<file path="config.mk">
export PLATFORM = sky130hd
export DESIGN_NAME = dmem_arbiter
export DESIGN_NICKNAME = d
export VERILOG_FILES = /design/src/rtl/dmem_arbiter.sv
export SDC_FILE = /design/constraint.sdc
export NUM_CORES = 1
export LEC_CHECK = 0
export CORE_UTILIZATION = 30
export DETAILED_ROUTE_END_ITERATION = 12
export HOLD_SLACK_MARGIN = 0.08
export SYNTH_ARGS = -nofsm -noshare
export SYNTH_HDL_FRONTEND = slang
export SYNTH_SLANG_ARGS = --single-unit
</file>
<file path="constraint.sdc">
create_clock -name clk -period 5.25 [get_ports clk]
set_input_delay 1.05 -clock clk [delete_from_list [all_inputs] [get_ports clk]]
set_output_delay 1.05 -clock clk [all_outputs]
set_load 0.02 [all_outputs]
</file>
<file path="src/rtl/dmem_arbiter.sv">
// Two-port (CPU/DMA) round-robin arbiter in front of a single-ported data memory.
// Optional build macro: DMEM_ARB_MISALIGN_CHECK_EN adds misaligned H/HU/W access errors.
module dmem_arbiter #(
    parameter int unsigned Numbit    = 32,
    parameter int unsigned MEM_BYTES = 2048
) (
    input  logic              clk,
    input  logic              reset,
    input  logic              cpu_req,
    input  logic              cpu_we,
    input  logic [2:0]        cpu_funct3,
    input  logic [Numbit-1:0] cpu_addr,
    input  logic [Numbit-1:0] cpu_wdata,
    output logic              cpu_gnt,
    output logic              cpu_rvalid,
    output logic              cpu_err,
    output logic [Numbit-1:0] cpu_rdata,
    input  logic              dma_req,
    input  logic              dma_we,
    input  logic [2:0]        dma_funct3,
    input  logic [Numbit-1:0] dma_addr,
    input  logic [Numbit-1:0] dma_wdata,
    output logic              dma_gnt,
    output logic              dma_rvalid,
    output logic              dma_err,
    output logic [Numbit-1:0] dma_rdata,
    output logic              mem_MemWrite,
    output logic              mem_MemRead,
    output logic [2:0]        mem_funct3,
    output logic [Numbit-1:0] mem_Address,
    output logic [Numbit-1:0] mem_Write_data,
    input  logic [Numbit-1:0] mem_Read_data
);

    localparam int unsigned AW = Numbit + 1;

    typedef enum logic [1:0] {IDLE, ACCESS, RESP} state_t;

    state_t            state;
    logic              last_dma;
    logic              sel_dma;
    logic              we_q;
    logic              err_q;
    logic              rst_d;
    logic [2:0]        f3_q;
    logic [Numbit-1:0] addr_q;
    logic [Numbit-1:0] wdata_q;
    logic [Numbit-1:0] rdata_q;

    logic              grant_ok;
    logic              any_req;
    logic              pick_dma;
    logic              acc;
    logic              resp;
    logic              req_we;
    logic [2:0]        req_f3;
    logic [Numbit-1:0] req_addr;
    logic [Numbit-1:0] req_wdata;

    // Access error: bounds overrun computed one bit wider so high addresses cannot wrap.
    function automatic logic req_err(input logic [2:0] f3, input logic [Numbit-1:0] a);
        logic [AW-1:0] size;
        logic [AW-1:0] end_addr;
        logic          bad;
        case (f3[1:0])
            2'd0:    size = AW'(1);
            2'd1:    size = AW'(2);
            default: size = AW'(4);
        endcase
        end_addr = AW'(a) + size;
        bad      = end_addr > AW'(MEM_BYTES);
`ifdef DMEM_ARB_MISALIGN_CHECK_EN
        if ((f3 == 3'd1 || f3 == 3'd5) && a[0]) begin
            bad = 1'b1;
        end
        if (f3 == 3'd2 && a[1:0] != 2'b00) begin
            bad = 1'b1;
        end
`endif
        return bad;
    endfunction

    // Arbitration: a lone requester always wins, a tie goes to the one not served last.
    always_comb begin
        any_req   = cpu_req | dma_req;
        pick_dma  = dma_req && (!cpu_req || !last_dma);
        grant_ok  = (state != ACCESS) && !reset && !rst_d;
        req_we    = pick_dma ? dma_we     : cpu_we;
        req_f3    = pick_dma ? dma_funct3 : cpu_funct3;
        req_addr  = pick_dma ? dma_addr   : cpu_addr;
        req_wdata = pick_dma ? dma_wdata  : cpu_wdata;
    end

    always_ff @(posedge clk) begin
        rst_d <= reset;
        if (reset) begin
            state    <= IDLE;
            last_dma <= 1'b1;
            sel_dma  <= 1'b0;
            we_q     <= 1'b0;
            err_q    <= 1'b0;
            f3_q     <= 3'd0;
            addr_q   <= '0;
            wdata_q  <= '0;
            rdata_q  <= '0;
        end else begin
            case (state)
                IDLE, RESP: begin
                    if (grant_ok && any_req) begin
                        state    <= ACCESS;
                        last_dma <= pick_dma;
                        sel_dma  <= pick_dma;
                        we_q     <= req_we;
                        f3_q     <= req_f3;
                        addr_q   <= req_addr;
                        wdata_q  <= req_wdata;
                        err_q    <= req_err(req_f3, req_addr);
                    end else begin
                        state <= IDLE;
                    end
                end
                ACCESS: begin
                    state   <= RESP;
                    rdata_q <= (!we_q && !err_q) ? mem_Read_data : '0;
                end
                default: state <= IDLE;
            endcase
        end
    end

    // Outputs are gated by reset so an aborted access never reaches memory or the requester.
    always_comb begin
        acc            = (state == ACCESS) && !reset;
        resp           = (state == RESP) && !reset;
        cpu_gnt        = grant_ok && any_req && !pick_dma;
        dma_gnt        = grant_ok && any_req && pick_dma;
        mem_MemWrite   = acc && we_q && !err_q;
        mem_MemRead    = acc && !we_q && !err_q;
        mem_funct3     = acc ? f3_q : 3'd0;
        mem_Address    = acc ? addr_q : '0;
        mem_Write_data = (acc && we_q) ? wdata_q : '0;
        cpu_rvalid     = resp && !sel_dma;
        cpu_err        = resp && !sel_dma && err_q;
        cpu_rdata      = (resp && !sel_dma) ? rdata_q : '0;
        dma_rvalid     = resp && sel_dma;
        dma_err        = resp && sel_dma && err_q;
        dma_rdata      = (resp && sel_dma) ? rdata_q : '0;
    end

endmodule

</file>
* Yosys cells after proc, flatten, opt, wreduce, memory -nomap -nowiden *
Index checks and enable logic that the tools add are counted.

storage, ports and cells
  register bits after elaboration = 106
  latch bits = 0
  bits in writable memories = 0
  bits in read-only memories = 0
  bits of input ports = 172
  word-level logic and storage cells = 63
  memories = 0

cells by class
  add/sub/neg operators = 1
  multiply operators = 0
  div/mod/pow operators = 0
  $lt $le $gt $ge = 1
  eq/ne operators = 4
  shift operators = 0
  mux-type cells = 16
  bitwise logic cells = 1
  reductions and logical operators = 30

operators by type and width
  kind                                                                               count
  32-bit two-way mux                                                                 7
  33-bit two-way mux                                                                 3
  32-bit by 33-bit adder with 33-bit output                                          1
  33-bit by 12-bit greater-than comparator with 1-bit output, second input constant  1
  1-bit logical AND                                                                  17
  1-bit zero test                                                                    8
  3-bit two-way mux                                                                  2
  3-bit one-hot mux with 2 select lines                                              1
  2-bit by 1-bit equality test with 1-bit output, second input constant              2
  2-bit zero test                                                                    2
  2-bit one-hot mux with 2 select lines                                              1
  2-bit equality test, second input constant                                         1
  1-bit two-way mux                                                                  2
  2-bit by 1-bit != test with 1-bit output, second input constant                    1
  2-bit AND reduction                                                                1
  2-bit OR reduction                                                                 1
  1-bit logical OR                                                                   1
  1-bit bitwise OR                                                                   1

* Logic depth before layout (Yosys ltp) *
Gate-level depths: netlist of run 1.

  depth in word-level cells = 11
  depth in mapped cells = 17
  mapped depth without buffers = 13

* Worst setup path before layout of run 1 *
Ideal clock, no wire load.

  kind = input -> register
  from = input port dma_req
  to = register err_q
  setup time = 127 ps
  data arrival time = 4,305 ps
  data required time = 5,123 ps
  setup slack = 818 ps
  cell stages on the path = 17
  path buffers = 4
  path through = a21boi_1 > buf_2 > buf_2 > buf_2 > buf_2 > mux2i_1 > and3_1 > ha_1 > fa_1 > a21oi_1 > a21oi_2 > o2111ai_1 > xnor2_1 > nand2_1 > or4_1 > nor4_1 > a31oi_1

between the ends
  word-level cells in the longest chain between the ends = 9

ends and longest elaborated chain
  element                                                                            RTL line  text
  start, declared                                                                    18        input logic dma_req,
  1-bit logical AND                                                                  86        pick_dma = dma_req && (!cpu_req || !last_dma);
  3-bit two-way mux                                                                  89        req_f3 = pick_dma ? dma_funct3 : cpu_funct3;
  2-bit by 1-bit equality test with 1-bit output or 2-bit zero test (tied branches)  65        case (f3[1:0])
  3-bit one-hot mux with 2 select lines                                              65
  33-bit two-way mux                                                                 109       if (grant_ok && any_req) begin
  33-bit two-way mux                                                                 107       case (state)
  33-bit two-way mux                                                                 96        if (reset) begin
  32-bit by 33-bit adder with 33-bit output                                          70        end_addr = AW'(a) + size;
  33-bit by 12-bit greater-than comparator with 1-bit output                         71        bad = end_addr > AW'(MEM_BYTES);
  end signal, assigned                                                               117       err_q <= req_err(req_f3, req_addr);
  end, declared                                                                      43        logic err_q;

Parallel ways exist; a longest one is shown, timed or not. The select of a mux whose other input is x is not followed.
A chain may end at the register's enable or synchronous reset.

* Final worst setup path of run 1 *
  from = input port dma_req
  to = output port cpu_gnt

between the ends
  word-level cells in the longest chain between the ends = 3

ends and longest elaborated chain
  element                                                RTL line  text
  1-bit bitwise OR or 1-bit logical AND (tied branches)  85, 86
  1-bit logical AND or 1-bit zero test (tied branches)   135       cpu_gnt = grant_ok && any_req && !pick_dma;
  1-bit logical AND (*)                                  135
  end, declared                                          14        output logic cpu_gnt,

Every way passes the cells marked *; elsewhere a longest branch is shown, timed or not.

==> summary.md, run 1 <==
| Metric | Value |
|---|---|
| HPWL after detailed placement | `17050 µm` |
| Clock Skew | `between 0.01 and 0.015 ns` |
| Synth warnings | `0` |
| Yosys top cell by area | `dfxtp_1` |
| Post-Synth XOR/XNOR Area | `between 2 and 3%` |
| Post_cts resized | `0` |
| Synth unique cells | `62` |
| Top cells by area, synth | `dfxtp_1 (34%), and2_1 (10%), nand2_1 (6.7%)` |
| Gr busiest metal | `met2` |
| Largest net degree at the start of global routing | `between 80 and 90` |
| Synth top cells by count | `nand2_1 (112), dfxtp_1 (106), and2_1 (102), nor2_1 (93), clkbuf_1 (49)` |
| FF-to-FF path depth | `13` |
| Combinational Power Share | `a little over a fifth` |
| Post-synth ARST share | `0%` |
| Nets@finish | `1245` |
| Routing usage on met2 | `between 30% and 40%` |
| Crit Path Max Fanout | `approximately 80` |
| Worst setup SP type | `primary input` |
| Vias/cell | `approximately 5.0` |
| Final worst path period need | `about 4.4 ns` |
| Die H | `146.7 µm` |
| PwrDens | `between 200 and 250 nW/µm²` |
| CTS tree | `built` |
| Crit path DAT | `between 3 and 4 ns` |
| Mux contribution to synthesized area | `5.397%` |
| Gpl congestion | `between 0.8 and 0.9` |
| DRC viols | `0` |
| CTS Hold Buffers Added | `0` |
| R2r setup slk | `~1.8 ns` |
| Number of synthesized flops with an enable pin | `0` |
| GR met3 Demand/Resource | `between 3 and 4%` |
| Number of DRC markers in iteration 0 | `roughly 280` |
| Simple-Gate Fraction of Synth Area | `between 30% and 40%` |
| Top FF cell, synth | `dfxtp_1` |
| Synth Area in Compound Gates | `18.48%` |
| Rows | `52` |
| Post-layout util | `48.67%` |
| Number of synthesized register bits | `approximately 110` |
| Vias in the first global route | `approximately 6400` |
| Largest family of logic cells by synthesized area | `simple AND/OR/NAND/NOR gates` |
| Maximum VDD drop | `0.1529 mV` |
| Initial antenna violation count | `0` |
| Met1 usage | `27.37%` |
| Die area | `about 22000 µm²` |
| Leak | `3.752 nW` |
| Max-slew violations | `0` |
| Req. time, crit path | `approximately 4.2 ns` |
| Starting Density | `30.85%` |
| Clk pwr share | `a little over a third` |
| Layout area overhead | `57.76%` |
| Final hold vios | `0` |
| Top-count cell post-synth | `nand2_1` |
| Int Power | `about 0.0015 W` |
| Post-synthesis cell count | `about 800` |
| NetSw | `between 0.0005 and 0.0006 W` |
| FF-to-FF End | `err_q$_SDFFE_PP0P_` |
| Tcrit/Tclk final | `between 80% and 90%` |
| Final wirelength | `23150 µm` |
| Hold Startpoint | `addr_q[26]$_SDFFE_PP0P_` |
| RSZ-0062 raised after global routing | `false` |
| Hold Path Class | `reg2reg` |
| Post-synthesis net count | `between 900 and 1000` |
| Filler cell count | `between 2000 and 2500` |
| Antenna diode count | `0` |
| DRT Pass-1 Iters | `4` |
| IO Port Bufs | `310` |
| Clk_lat worst skew | `~0.35 ns` |
| Reg clk slew, reported paths | `~0.070 ns` |
| Max-Cap Viols | `0` |
| RR Startpoint | `last_dma$_SDFFE_PP1P_` |
| Post-DRT Antenna Nets | `0` |
| CTS HTree Levels | `3` |
| Core box area | `between 20000 and 25000 µm²` |
| Seq/Total Area, Yosys | `33.78%` |
| Status | `finished, final reports clean` |
| Layout cells sized above 1 | `under 10%` |
| DR WL/cell | `between 15 and 20 µm` |
| Avg Cell Area, Syn | `between 7 and 8 µm²` |
| Kind of critical path | `in2out` |
| Global-route wire length before repair | `between 30000 and 40000 µm` |
| Setup TNS | `0 ns` |
| Worst hold path depth | `2` |
| Ports | `311` |
| Post-Syn Area | `around 6300 µm²` |
| Post-CTS setup buffer count | `0` |
| GRT Util Overall | `about a fifth` |
| CTS Buf Count | `9` |
| Worst hold slack | `between 0.4 and 0.5 ns` |
| Root buf cell | `clkbuf_16` |
| Sequential Power Share | `43.3%` |
| Sw frac | `28.31%` |
| Clock sink total | `106` |
| Synth Area in Adders | `less than 1%` |
| Congestion Overflow GR | `0` |
| Least-Margin Pin Slew | `between 1 and 1.5 ns` |
| Final Setup Violations | `0` |
| Worst rel slew slack | `between 20 and 30%` |
| Worst Hold End | `addr_q[26]$_SDFFE_PP0P_` |
| Fmax | `about 230 MHz` |
| Share of the synthesized area in the top cell type | `between 30% and 40%` |
| CTS max path bufs | `2` |
| Vias | `between 6000 and 7000` |
| CP endpoint kind | `primary output` |
| Die X | `~150 µm` |
==> flip-flops by register name, summed over array words and instances, names as in the netlist <==
register,count
rst_d,1
wdata_q,32
state,2
last_dma,1
we_q,1
rdata_q,32
f3_q,3
err_q,1
addr_q,32
sel_dma,1
==> how the worst max path moves through the flow <==
stage	from	end	cells past startpoint
final	dma_req	cpu_gnt	5
after global routing	cpu_req	err_q$_SDFFE_PP0P_	14
after CTS	dma_req	cpu_gnt	5
after detailed placement	cpu_req	err_q$_SDFFE_PP0P_	14
after global placement	cpu_req	err_q$_SDFFE_PP0P_	14
after floorplan	dma_req	err_q$_SDFFE_PP0P_	17
==> worst max-delay path, cell delays in order <==
cell	delay [ns]
clkdlybuf4s50_1	0.50
a21boi_4	0.29
buf_4	0.76
nor3_1	0.13
clkdlybuf4s50_1	0.59
==> layout make-up <==
class | instances | area (µm²) | area share, %
multi-input combinational | 623 | 3916 | 39.52
timing repair buffer | 321 | 3193 | 32.22
sequential | 106 | 2122 | 21.41
tap | 270 | 337.8 | 3.409
clock buffer | 10 | 239.0 | 2.411
clock inverter | 6 | 70.07 | 0.7070
inverter | 8 | 32.53 | 0.3282
==> cells in the final DEF, fill, tap and decap left out, types with 4 or more instances in the layout <==
cell,n
clkbuf_16,9
xnor2_1,12
a311oi_1,43
a211oi_1,23
nor4_1,4
nand3_1,25
a22o_1,33
nor3_1,26
inv_1,6
xor2_1,7
o21bai_1,4
nand2_1,112
mux2i_1,26
dfxtp_1,106
buf_4,10
and3_1,34
nand4_1,13
nor2_1,92
clkdlybuf4s50_1,309
a21oi_1,10
and2_1,102
==> per-layer routing <==
metal  up-vias  wire length (µm)
met2       251             11260
met1      3117             10260
li1       3397                 -
met5         -                 0
met3        21              1255
met4         0               379
==> power by group through the flow <==
| stage | clock (W) | combinational [W] | sequential, W |
|---|---|---|---|
| final | 0.000720 | 0.000433 | 0.000879 |
| after detailed placement | 0 | 0.000433 | 0.000898 |
| after global routing | 0.000773 | 0.000476 | 0.000885 |
| after CTS | 0.000745 | 0.000435 | 0.000879 |
| after floorplan | 0 | 0.000224 | 0.000885 |
| after global placement | 0 | 0.000433 | 0.000897 |
==> cell families (layout without fill, tap and decap cells) <==
group	Yosys count	count (layout)
AO/OA/AOI/OAI	141	141
flip-flops	106	106
adder cells (fa/ha/maj)	4	4
multiplexers	30	30
buffers and inverters	73	345
AND/OR/NAND/NOR	429	429
XOR/XNOR	19	19
==> metrics by stage <==
stage | total power, W | cells | setup slack [ns] | instance area (µm²)
after floorplan | 0.001109 | 802 | 0.8185 | 6282
after global placement | 0.001330 | 1328 | 0.6446 | 9602
after detailed placement | 0.001331 | 1328 | 0.5871 | 9602
after CTS | 0.002059 | 1344 | 0.8054 | 9911
after global routing | 0.002135 | 1344 | 0.6488 | 9911
final | 0.002032 | 1344 | 0.8129 | 9911
(Power assumes the default switching activity.)
==> run 2: changes to the inputs <==
==> constraint.sdc (replaced) <==
create_clock -name clk -period 4.6 [get_ports clk]
set_input_delay 0.92 -clock clk [delete_from_list [all_inputs] [get_ports clk]]
set_output_delay 0.92 -clock clk [all_outputs]
set_load 0.02 [all_outputs]
==> summary.md, run 2 (synthesized netlist as in run 1, its figures left out) <==
| Metric | Value |
|---|---|
| Status | `finished, final reports clean (unchanged)` |
| Sequential Power Share | `44.0% (was 43.3%)` |
| Fin worst setup slack | `0.5205 ns (was 0.8129 ns)` |
| Final hold vios | `0 (unchanged)` |
| Worst setup SP type | `primary input (unchanged)` |
| Commonest non-fill, non-tap cell in the layout | `clkdlybuf4s50_1 (unchanged)` |
| Clock Skew | `0.008652 ns (was 0.01089 ns)` |
| Filler cell count | `2045 (was 2039)` |
| Layout area overhead | `58.24% (was 57.76%)` |
| Ports | `311 (unchanged)` |
| Crit path DAT | `4.31 ns (was 3.39 ns)` |
| Setup TNS | `0 ns (unchanged)` |
| Kind of critical path | `in2reg (was in2out)` |
| Clk pwr share | `34.0% (was 35.4%)` |
| Hold Startpoint | `rdata_q[24]$_SDFFE_PP0P_ (was addr_q[26]$_SDFFE_PP0P_)` |
| PwrDens | `229.2 nW/µm² (was 205.0 nW/µm²)` |
| Int Power | `0.001602 W (was 0.001457 W)` |
| Clock sink total | `106 (unchanged)` |
| Nets@finish | `1252 (was 1245)` |
| Post-CTS setup buffer count | `0 (unchanged)` |
| Starting Density | `30.85% (unchanged)` |
| Maximum VDD drop | `0.1721 mV (was 0.1529 mV)` |
| Antenna diode count | `0 (unchanged)` |
| Number of DRC markers in iteration 0 | `314 (was 277)` |
| Final wirelength | `23450 µm (was 23150 µm)` |
| Post-DRT Antenna Nets | `0 (unchanged)` |
| Multi-input gate area | `3916 µm² (unchanged)` |
| Layout cells sized above 1 | `5.088% (was 4.469%)` |
| CTS tree | `built (unchanged)` |
| Combinational Power Share | `22.0% (was 21.3%)` |
| Sw frac | `29.71% (was 28.31%)` |
| Hold Path Class | `reg2reg (unchanged)` |
| Vias | `6777 (was 6786)` |
| Largest net degree at the start of global routing | `59 (was 85)` |
| Worst rel slew slack | `22.82% (was 26.99%)` |
| Root buf cell | `clkbuf_16 (unchanged)` |
| DRC viols | `0 (unchanged)` |
| Vias/cell | `5.016 (was 5.049)` |
| HPWL after detailed placement | `17440 µm (was 17050 µm)` |
| Congestion Overflow GR | `0 (unchanged)` |
| Initial antenna violation count | `0 (unchanged)` |
| Max-slew violations | `0 (unchanged)` |
| Rows | `52 (unchanged)` |
| Req. time, crit path | `4.83 ns (was 4.20 ns)` |
| Gpl congestion | `0.8914 (was 0.8642)` |
| Biggest regs | `addr_q x32, rdata_q x32, wdata_q x32 (unchanged)` |
| Reg clk slew, reported paths | `0.08 ns (was 0.07 ns)` |
| DR WL/cell | `17.35 µm (was 17.23 µm)` |
| Crit Path Max Fanout | `7 (was 78)` |
| Reg area | `2122 µm² (unchanged)` |
| Tcrit/Tclk final | `~90%` |
| Leak | `3.772 nW (was 3.752 nW)` |
| CP endpoint kind | `register (was primary output)` |
| RSZ-0062 raised after global routing | `false (unchanged)` |
| IO Port Bufs | `310 (unchanged)` |
| CTS max path bufs | `2 (unchanged)` |
| Worst hold slack | `0.4911 ns (was 0.4921 ns)` |
| Least-Margin Pin Slew | `1.156 ns (was 1.094 ns)` |
| CTS Buf Count | `9 (unchanged)` |
| Vias in the first global route | `6309 (was 6408)` |
| Die H | `146.7 µm (unchanged)` |
| GRT Util Overall | `21.51% (was 21.22%)` |
| Max-Cap Viols | `0 (unchanged)` |
| DRT Pass-1 Iters | `4 (unchanged)` |
| Most frequent cells in the layout | `clkdlybuf4s50_1 (309), nand2_1 (112), dfxtp_1 (106) (unchanged)` |
| Final worst path period need | `about 4 ns` |
| Global-route wire length before repair | `36520 µm (was 36030 µm)` |
| Fmax | `245.1 MHz` |
| CTS HTree Levels | `3 (unchanged)` |
| Post_cts resized | `0 (unchanged)` |
| Die X | `146.7 µm (unchanged)` |
| NetSw | `0.0006769 W (was 0.0005751 W)` |
| CTS Hold Buffers Added | `0 (unchanged)` |
| Final Setup Violations | `0 (unchanged)` |
| Placement Setup Slack | `0.1690 ns (was 0.5871 ns)` |
| Die area | `21520 µm² (unchanged)` |
| RR Startpoint | `last_dma$_SDFFE_PP1P_ (unchanged)` |
| Clk_lat worst skew | `0.35 ns (about the same)` |
| Crit path from | `dma_req (unchanged)` |
| Core box area | `20360 µm² (unchanged)` |
-- run 2: area by class of cell --
class / count / area share [%]
multi-input cells: 623 / 39.40
repair buffers: 328 / 32.65
flip-flops and latches: 106 / 21.35
well taps: 270 / 3.398
clock buffers: 9 / 2.266
clock inverters: 7 / 0.6167
inverters: 8 / 0.3272
-- run 2: routing by layer --
metal / vias to the layer above / global-route usage (%) / share of wire (%)
met3: 24 / 3.106 / 5.7
met5: - / 0 / 0
met1: 3087 / 28.11 / 44
met2: 263 / 36.61 / 49
li1: 3403 / - / -
met4: 0 / 6.198 / 1.7
-- run 2: worst paths after layout --
check	slack, ns	to	cells after the start
max	0.52	err_q$_SDFFE_PP0P_	14
min	0.49	rdata_q[24]$_SDFFE_PP0P_	1
max reg2reg	1.28	err_q$_SDFFE_PP0P_	13
min reg2reg	0.49	rdata_q[24]$_SDFFE_PP0P_	1
-- run 2: stage by stage --
step	cells	area [µm²]	total power, W	utilization, %
after floorplan	802	6282	0.001266	-
after global placement	1335	9654	0.001524	47.41
after detailed placement	1335	9654	0.001527	47.41
after CTS	1351	9941	0.002314	48.81
after global routing	1351	9941	0.002405	48.81
final	1351	9941	0.002279	48.81
-- run 2: critical path, stage by stage --
cell and delay [ns]:
clkdlybuf4s50_1 0.51, a21boi_4 0.31, mux2i_1 0.33, and3_1 0.20, ha_1 0.18, fa_1 0.23
a21oi_1 0.11, a21oi_2 0.25, nand4_2 0.22, xnor2_1 0.18, nand2_1 0.06, or4_1 0.40
nor4_1 0.28, a31oi_1 0.12
-- run 2: power groups by stage --
stage	registers (W)	logic (W)	clock network, W
2_1_floorplan	0.00101	0.000256	0
3_3_place_gp	0.00102	0.000500	0
3_5_place_dp	0.00103	0.000502	0
4_1_cts	0.00100	0.000504	0.000807
5_1_grt	0.00101	0.000551	0.000843
6_report	0.00100	0.000501	0.000775
